$ cat src/rtl/tl_control_responder_if.sv
// Channel A/D signal bundle for the control-crossing TileLink-UL link.
// The master drives requests and consumes responses; the slave answers.
interface tl_control_responder_if;
    logic        a_ready;
    logic        a_valid;
    logic [2:0]  a_bits_opcode;
    logic [2:0]  a_bits_param;
    logic [1:0]  a_bits_size;
    logic [10:0] a_bits_source;
    logic [28:0] a_bits_address;
    logic [7:0]  a_bits_mask;
    logic [63:0] a_bits_data;
    logic        a_bits_corrupt;

    logic        d_ready;
    logic        d_valid;
    logic [2:0]  d_bits_opcode;
    logic [1:0]  d_bits_size;
    logic [10:0] d_bits_source;
    logic [63:0] d_bits_data;

    modport master (
        input  a_ready,
        output a_valid, a_bits_opcode, a_bits_param, a_bits_size, a_bits_source,
        output a_bits_address, a_bits_mask, a_bits_data, a_bits_corrupt,
        output d_ready,
        input  d_valid, d_bits_opcode, d_bits_size, d_bits_source, d_bits_data
    );

    modport slave (
        output a_ready,
        input  a_valid, a_bits_opcode, a_bits_param, a_bits_size, a_bits_source,
        input  a_bits_address, a_bits_mask, a_bits_data, a_bits_corrupt,
        input  d_ready,
        output d_valid, d_bits_opcode, d_bits_size, d_bits_source, d_bits_data
    );
endinterface

$ cat src/rtl/tl_control_responder.sv
// TileLink-UL single-beat responder: bank of 64-bit control registers plus a
// read-only request counter in the last slot, with a one-entry D response register.
module tl_control_responder #(
    parameter logic [28:0] BASE_ADDR = 29'h000_2000,
    parameter int unsigned NREGS     = 8
) (
    input  logic                  clock,
    input  logic                  reset,
    tl_control_responder_if.slave bus
);

    localparam int unsigned DATA_W = 64;
    localparam int unsigned IDX_W  = 3;
    localparam int unsigned LANES  = 8;
    localparam int unsigned NRW    = NREGS - 1;

    localparam logic [2:0] OP_PUT_FULL = 3'd0;
    localparam logic [2:0] OP_PUT_PART = 3'd1;
    localparam logic [2:0] OP_GET      = 3'd4;
    localparam logic [2:0] OP_ACK      = 3'd0;
    localparam logic [2:0] OP_ACK_DATA = 3'd1;

    logic [DATA_W-1:0] r_regs [NRW];
    logic [DATA_W-1:0] r_count;
    logic              r_d_valid;
    logic [2:0]        r_d_opcode;
    logic [1:0]        r_d_size;
    logic [10:0]       r_d_source;
    logic [DATA_W-1:0] r_d_data;

    logic [DATA_W-1:0] w_regs_nxt [NRW];
    logic [DATA_W-1:0] w_count_nxt;
    logic              w_d_valid_nxt;
    logic [2:0]        w_d_opcode_nxt;
    logic [1:0]        w_d_size_nxt;
    logic [10:0]       w_d_source_nxt;
    logic [DATA_W-1:0] w_d_data_nxt;

    logic              w_a_ready;
    logic              w_a_fire;
    logic              w_hit;
    logic [IDX_W-1:0]  w_idx;
    logic              w_is_put;
    logic              w_wr_en;
    logic [DATA_W-1:0] w_rd_data;
    logic              w_unused;

    // Single-entry response slot: accept whenever it is empty or draining now.
    assign w_a_ready = !r_d_valid || bus.d_ready;
    assign w_a_fire  = bus.a_valid && w_a_ready;

    assign w_hit    = (bus.a_bits_address[28:6] == BASE_ADDR[28:6]);
    assign w_idx    = bus.a_bits_address[5:3];
    assign w_is_put = (bus.a_bits_opcode == OP_PUT_FULL) || (bus.a_bits_opcode == OP_PUT_PART);
    assign w_wr_en  = w_a_fire && w_is_put && w_hit && !bus.a_bits_corrupt
                      && (w_idx != IDX_W'(NRW));

    // Sub-word position and param carry no meaning here; lanes come from the mask.
    assign w_unused = ^{bus.a_bits_param, bus.a_bits_address[2:0]};

    // Slot select; the top index falls through to the counter.
    always_comb begin
        w_rd_data = r_count;
        for (int unsigned s = 0; s < NRW; s++) begin
            if (w_idx == IDX_W'(s)) begin
                w_rd_data = r_regs[s];
            end
        end
    end

    // Byte-lane merge into the addressed read/write slot.
    always_comb begin
        for (int unsigned s = 0; s < NRW; s++) begin
            w_regs_nxt[s] = r_regs[s];
        end
        for (int unsigned s = 0; s < NRW; s++) begin
            for (int unsigned l = 0; l < LANES; l++) begin
                if (w_wr_en && (w_idx == IDX_W'(s)) && bus.a_bits_mask[l]) begin
                    w_regs_nxt[s][8*l +: 8] = bus.a_bits_data[8*l +: 8];
                end
            end
        end
    end

    assign w_count_nxt = w_a_fire ? (r_count + DATA_W'(1)) : r_count;

    // Response slot: reload on fire, retire on d_ready, otherwise hold.
    always_comb begin
        w_d_valid_nxt  = r_d_valid;
        w_d_opcode_nxt = r_d_opcode;
        w_d_size_nxt   = r_d_size;
        w_d_source_nxt = r_d_source;
        w_d_data_nxt   = r_d_data;
        if (w_a_fire) begin
            w_d_valid_nxt  = 1'b1;
            w_d_size_nxt   = bus.a_bits_size;
            w_d_source_nxt = bus.a_bits_source;
            if (bus.a_bits_opcode == OP_GET) begin
                w_d_opcode_nxt = OP_ACK_DATA;
                w_d_data_nxt   = w_hit ? w_rd_data : '0;
            end else begin
                w_d_opcode_nxt = OP_ACK;
                w_d_data_nxt   = '0;
            end
        end else if (bus.d_ready) begin
            w_d_valid_nxt = 1'b0;
        end
    end

    always_ff @(posedge clock or posedge reset) begin
        if (reset) begin
            for (int unsigned s = 0; s < NRW; s++) begin
                r_regs[s] <= '0;
            end
            r_count    <= '0;
            r_d_valid  <= 1'b0;
            r_d_opcode <= '0;
            r_d_size   <= '0;
            r_d_source <= '0;
            r_d_data   <= '0;
        end else begin
            for (int unsigned s = 0; s < NRW; s++) begin
                r_regs[s] <= w_regs_nxt[s];
            end
            r_count    <= w_count_nxt;
            r_d_valid  <= w_d_valid_nxt;
            r_d_opcode <= w_d_opcode_nxt;
            r_d_size   <= w_d_size_nxt;
            r_d_source <= w_d_source_nxt;
            r_d_data   <= w_d_data_nxt;
        end
    end

    assign bus.a_ready       = w_a_ready;
    assign bus.d_valid       = r_d_valid;
    assign bus.d_bits_opcode = r_d_opcode;
    assign bus.d_bits_size   = r_d_size;
    assign bus.d_bits_source = r_d_source;
    assign bus.d_bits_data   = r_d_data;

endmodule

$ cat src/flat_wrapper.sv
// flat-port wrapper written by rule: the top's interface ports become plain ports
module tl_control_responder_flat 
#(
    parameter logic [28:0] BASE_ADDR = 29'h000_2000,
    parameter int unsigned NREGS     = 8
)
  (clock, reset, bus_a_ready, bus_a_valid, bus_a_bits_opcode, bus_a_bits_param, bus_a_bits_size, bus_a_bits_source, bus_a_bits_address, bus_a_bits_mask, bus_a_bits_data, bus_a_bits_corrupt, bus_d_ready, bus_d_valid, bus_d_bits_opcode, bus_d_bits_size, bus_d_bits_source, bus_d_bits_data);
  tl_control_responder_if bus_i ();
  input  logic clock;
  input  logic reset;
  output wire logic [$bits(bus_i.a_ready)-1:0] bus_a_ready;
  input wire logic [$bits(bus_i.a_valid)-1:0] bus_a_valid;
  input wire logic [$bits(bus_i.a_bits_opcode)-1:0] bus_a_bits_opcode;
  input wire logic [$bits(bus_i.a_bits_param)-1:0] bus_a_bits_param;
  input wire logic [$bits(bus_i.a_bits_size)-1:0] bus_a_bits_size;
  input wire logic [$bits(bus_i.a_bits_source)-1:0] bus_a_bits_source;
  input wire logic [$bits(bus_i.a_bits_address)-1:0] bus_a_bits_address;
  input wire logic [$bits(bus_i.a_bits_mask)-1:0] bus_a_bits_mask;
  input wire logic [$bits(bus_i.a_bits_data)-1:0] bus_a_bits_data;
  input wire logic [$bits(bus_i.a_bits_corrupt)-1:0] bus_a_bits_corrupt;
  input wire logic [$bits(bus_i.d_ready)-1:0] bus_d_ready;
  output wire logic [$bits(bus_i.d_valid)-1:0] bus_d_valid;
  output wire logic [$bits(bus_i.d_bits_opcode)-1:0] bus_d_bits_opcode;
  output wire logic [$bits(bus_i.d_bits_size)-1:0] bus_d_bits_size;
  output wire logic [$bits(bus_i.d_bits_source)-1:0] bus_d_bits_source;
  output wire logic [$bits(bus_i.d_bits_data)-1:0] bus_d_bits_data;
  assign bus_a_ready = bus_i.a_ready;
  assign bus_i.a_valid = bus_a_valid;
  assign bus_i.a_bits_opcode = bus_a_bits_opcode;
  assign bus_i.a_bits_param = bus_a_bits_param;
  assign bus_i.a_bits_size = bus_a_bits_size;
  assign bus_i.a_bits_source = bus_a_bits_source;
  assign bus_i.a_bits_address = bus_a_bits_address;
  assign bus_i.a_bits_mask = bus_a_bits_mask;
  assign bus_i.a_bits_data = bus_a_bits_data;
  assign bus_i.a_bits_corrupt = bus_a_bits_corrupt;
  assign bus_i.d_ready = bus_d_ready;
  assign bus_d_valid = bus_i.d_valid;
  assign bus_d_bits_opcode = bus_i.d_bits_opcode;
  assign bus_d_bits_size = bus_i.d_bits_size;
  assign bus_d_bits_source = bus_i.d_bits_source;
  assign bus_d_bits_data = bus_i.d_bits_data;
  tl_control_responder #(.BASE_ADDR(BASE_ADDR), .NREGS(NREGS)) u_core (.clock(clock), .reset(reset), .bus(bus_i));
endmodule
$ cat config.mk
export PLATFORM = sky130hd
export DESIGN_NAME = tl_control_responder_flat
export DESIGN_NICKNAME = d
export VERILOG_FILES = /design/src/rtl/tl_control_responder_if.sv /design/src/rtl/tl_control_responder.sv /design/src/flat_wrapper.sv
export SDC_FILE = /design/constraint.sdc
export NUM_CORES = 1
export LEC_CHECK = 0
export ABC_CLOCK_PERIOD_IN_PS = 69700
export CAP_MARGIN = 20
export CORE_AREA = 2 2 253 180
export CTS_BUF_LIST = sky130_fd_sc_hd__clkbuf_16
export DETAILED_ROUTE_END_ITERATION = 8
export DIE_AREA = 0 0 255 182
export PLACE_DENSITY = 0.88
export SYNTH_ARGS = -nofsm -noshare
export SYNTH_HDL_FRONTEND = slang
export SYNTH_SLANG_ARGS = --single-unit
$ cat constraint.sdc
create_clock -name clock -period 69.7 [get_ports clock]
set_clock_uncertainty 0.15 [all_clocks]
set_input_delay 20.91 -clock clock [delete_from_list [all_inputs] [get_ports clock]]
set_output_delay 20.91 -clock clock [all_outputs]
set_load 0.02 [all_outputs]
Word level (Yosys, flattened, before mapping):

Cells that the tools add are included.

* register bits: 593
* logic and storage cells: 160
* input bits: 125

* mux-type cells: 12
* reductions and logical operators: 75
* add/subtract/negate cells: 1
* equal/unequal tests: 10

Operator list (count)
* 2-to-1 mux 64 bit: 9
* logical AND 1 bit: 68
* adder 64 x 1 -> 64 bit (second input constant): 1
* equality test 23 x 8 -> 1 bit (second input constant): 1
* equality test 3 bit (second input constant): 4
* equality test 3 x 1 -> 1 bit (second input constant): 2
* equality test 3 x 2 -> 1 bit (second input constant): 2
* zero test 3 bit: 2
* 2-to-1 mux 1 bit: 3
* != test 3 bit (second input constant): 1
* zero test 1 bit: 2
* logical OR 1 bit: 2
* nonzero test 2 bit: 1

Longest topological paths before layout:

* depth after elaboration: 10
* mapped depth: 9
* gate-level depth less buffers: 5

Least setup slack after synthesis:

No wires, ideal clock.

* path kind: in2out
* start point: input bus_d_ready
* end point: output bus_a_ready
* path buffers: 1
* arrival: 21.200 ns
* stages: 2
* slack: 27.440 ns
* cell sequence: nand2b_1 -> buf_2

* cells in the longest elaborated chain, start to end: 1

Ends and longest elaborated chain
* from (decl): line flat_wrapper.sv:21 `input wire logic [$bits(bus_i.d_ready)-1:0] bus_d_ready;`
* logical OR 1 bit: line tl_control_responder.sv:49 `assign w_a_ready = !r_d_valid || bus.d_ready;`
* to (decl): line flat_wrapper.sv:11 `output wire logic [$bits(bus_i.a_ready)-1:0] bus_a_ready;`

No other way between the ends.

Worst setup path in the final report:

Ends and elaborated chain as after synthesis.

==> results_dict.tcl <==
set metrics [dict create \
    routabilityCongestion 0.841 \
    start_kind "input pin" \
    clock_latency_ps 600 \
    p_per_area_nw_per_um2 21.6 \
    avgSynthCellArea_um2 12.9 \
    grt_pass1_wl_mm 116 \
    cts_setup_buffers 0 \
    setup-tns-final_ps 0 \
    synth-edff-count 0 \
    crit_required_ps 48640 \
    maxSlewHeadroom 0.255 \
    wl_mm 73.3 \
    path_class "input pin to output port" \
    cts_root_buf "clkbuf_16" \
    rsz0062_at_grt "no" \
    internal_power_uw 524 \
    core_um2 44300 \
    dp_hpwl_mm 46.0 \
    worstPathArrival_ps 22480 \
    syn_to_final_growth_pct 14.8 \
    drc 0 \
    synth.distinct_cells 54 \
    ant_nets 0 \
    dr_total_vias 19771 \
    cts.path.max_buffers 3 \
    hp-start "u_core.r_count[63]" \
    final_hold_viol_count 0 \
    ys_ff_latch 591 \
    synth_simple_gate_area_frac 0.0986 \
    cp_common_cell "clkdlybuf4s50_1" \
    dr.pass1.iters 5 \
    die_w_um 255 \
    synth_compound_area_frac 0.0806 \
    rows 65 \
    drtIter0Drc 2043 \
    drv_slew 0 \
    yosysSeqAreaShare 0.529 \
    min_path_type "flip-flop to flip-flop" \
    grt_max_degree 196 \
    synth_xor_area_frac 0.0197 \
    cts_tree "yes" \
    final.period_utilization 0.625 \
    max_stage_delay_ps 700 \
    pwr-share-seq 0.504 \
    swShare 0.243 \
    crit_start "bus_d_ready" \
    drive_above_1_share 0.267 \
    timing.max_cap.violations 0 \
    synthAdderAreaFrac 0.000447 \
    fmax_ghz 0.0230 \
    initial_core_util 0.631 \
    outcome "complete, no violations" \
    avgViaCountPerCell 6.65 \
    synth_top_family_by_area "multiplexers" \
    tightest_slew_ps 1120 \
    synth_mux_area_frac 0.249 \
    setup_viol 0 \
    pre_cts_ws_ps 26140 \
    die_y_um 182 \
    critical_path.cell_chain "clkdlybuf4s50_1 -> nand2b_1 -> clkdlybuf4s50_1" \
    critical-path-top-delay-family "buffers and inverters" \
    io_buffers 198 \
    grt_antenna_before_repair 5 \
    vdd_ir_drop_max_uv 21.1 \
    cts-htree-levels 2 \
    synth_ff_type "dfrtp_1" \
    yosys_warnings 0 \
    hold_buffers 0 \
    r2r-start "u_core.bus.d_valid" \
    ios 207 \
    clock_sinks 591 \
    post_cts_resize_count 0 \
    cp_max_fo 8 \
    numCtsBuffers 55 \
    comb_power_share 0.079 \
    setup_slack_ps 26160 \
    grt_use_total 0.321 \
    clkTransAtPathRegs_ps 70 \
    synth-async-reset-ratio 1.00 \
    p_sw_uw 168 \
    fin_nets 2446 \
    grt_pass1_vias 20458 \
    crit_path_top_delay_cell "clkdlybuf4s50_1" \
    fin_crit_ps 43540 \
    wl_per_cell_um 24.7 \
    path_buf_inv 2 \
    end_kind "output port" \
    grt_remaining_overflow 0 \
    die_area_um2 46400 \
    syn_area_um2 28000 \
    pwr-share-clk 0.418 \
    synth_cells 2175 \
    leakagePower_uw 0.0153 \
]
==> flip-flops by register name, indices dropped and copies added, names as in the netlist <==
name / flops
u_core.bus.d_bits_size: 2
u_core.bus.d_bits_source: 11
u_core.bus.d_bits_data: 64
u_core.r_regs: 448
u_core.bus.d_valid: 1
u_core.r_count: 64
u_core.bus.d_bits_opcode: 1
==> through the flow <==
stage | instance area [um2] | total power, uW | std cells | util | hold slack [ps]
after CTS | 32100 | 694 | 2966 | 0.724 | 325
after detailed placement | 30400 | 409 | 2865 | 0.685 | 313
after global placement | 30400 | 407 | 2865 | 0.685 | 312
final | 32100 | 693 | 2972 | 0.725 | 326
after floorplan | 28000 | 385 | 2176 | - | 287
after global routing | 32100 | 715 | 2971 | 0.725 | 341
==> path summary, 6_finish.rpt <==
check | cells after the start | slack, ps | to
max | 3 | 26160 | bus_a_ready
min | 1 | 330 | u_core.r_count[63]
max reg2reg | 6 | 65720 | u_core.bus.d_bits_data[30]
min reg2reg | 1 | 330 | u_core.r_count[63]
max in group asynchronous | 4 | 46180 | u_core.r_regs[236]
min in group asynchronous | 2 | 20700 | u_core.r_regs[166]
==> cells in the mapped netlist (all sizes together) (25+ instances only) <==
master	number	area, um2
nand3	50	400
nand4	55	419
nor2	81	309
clkbuf	81	305
buf	54	282
nor3	25	125
a32o	64	641
o22ai	48	300
mux4	48	1080
o31a	43	377
nand2b	72	450
xor2	38	333
nand2	114	428
xnor2	25	219
mux2	469	5280
mux2i	60	601
o211ai	27	203
nor2b	52	325
a21oi	57	285
dfrtp	591	14800
==> routing by layer <==
metal / GRT usage / vias up / routed length [um]
met5: 0 / - / 0
met2: 0.501 / 973 / 34400
met1: 0.456 / 10243 / 30300
met3: 0.0614 / 179 / 6460
li1: - / 8376 / -
met4: 0.105 / 0 / 2140
==> cell usage in the layout, fill, tap and decap left out, types with 13 or more instances in the layout <==
cell,n
inv_1,21
nand4_1,43
clkdlybuf4s50_1,195
nor3_1,24
nor4_1,17
dfrtp_1,591
clkinv_1,13
clkinv_2,14
nand2_1,112
o22ai_1,48
a22oi_1,15
a32o_1,64
a21oi_1,57
buf_4,21
o21ai_0,17
o31a_1,43
xor2_1,38
mux2_1,36
nor2_1,77
clkbuf_16,55
nand3_1,35
mux4_2,48
mux2_2,433
xnor2_1,25
mux2i_1,60
nand2b_1,72
o211ai_1,27
nor2b_1,51
==> cell type report <==
class / count / area [um2]
sequential: 591 / 14800
multi-input combinational: 1436 / 12600
fill: 2790 / 12200
timing repair buffer: 222 / 2210
clock buffer: 55 / 1380
tap: 603 / 754
clock inverter: 46 / 324
inverter: 14 / 61.3
antenna: 5 / 12.5
==> power by group through the flow <==
stage | Sequential, uW | Combinational (uW) | Clock [uW]
global route | 349 | 58.8 | 307
detailed placement | 355 | 53.5 | 0
CTS | 349 | 54.1 | 291
floorplan | 356 | 28.7 | 0
finish | 349 | 54.6 | 289
global placement | 355 | 51.9 | 0
==> worst register-to-register path: stages, from the launching register on <==
cell      delay, ps
dfrtp_1         410
nand2b_1        350
nand2_4         440
nor4b_1         860
and2_2          710
buf_4           690
a32o_1          300
==> cell families (layout without fill, tap and decap cells) <==
logic type               after synthesis  in the layout
flip-flops                           591            591
AO/OA/AOI/OAI                        303            303
adder cells (fa/ha/maj)                1              1
AND/OR/NAND/NOR                      490            490
other                                  1              7
multiplexers                         577            577
buffers and inverters                149            337
XOR/XNOR                              63             63
No activity file was read; power rests on OpenSTA's default activity.
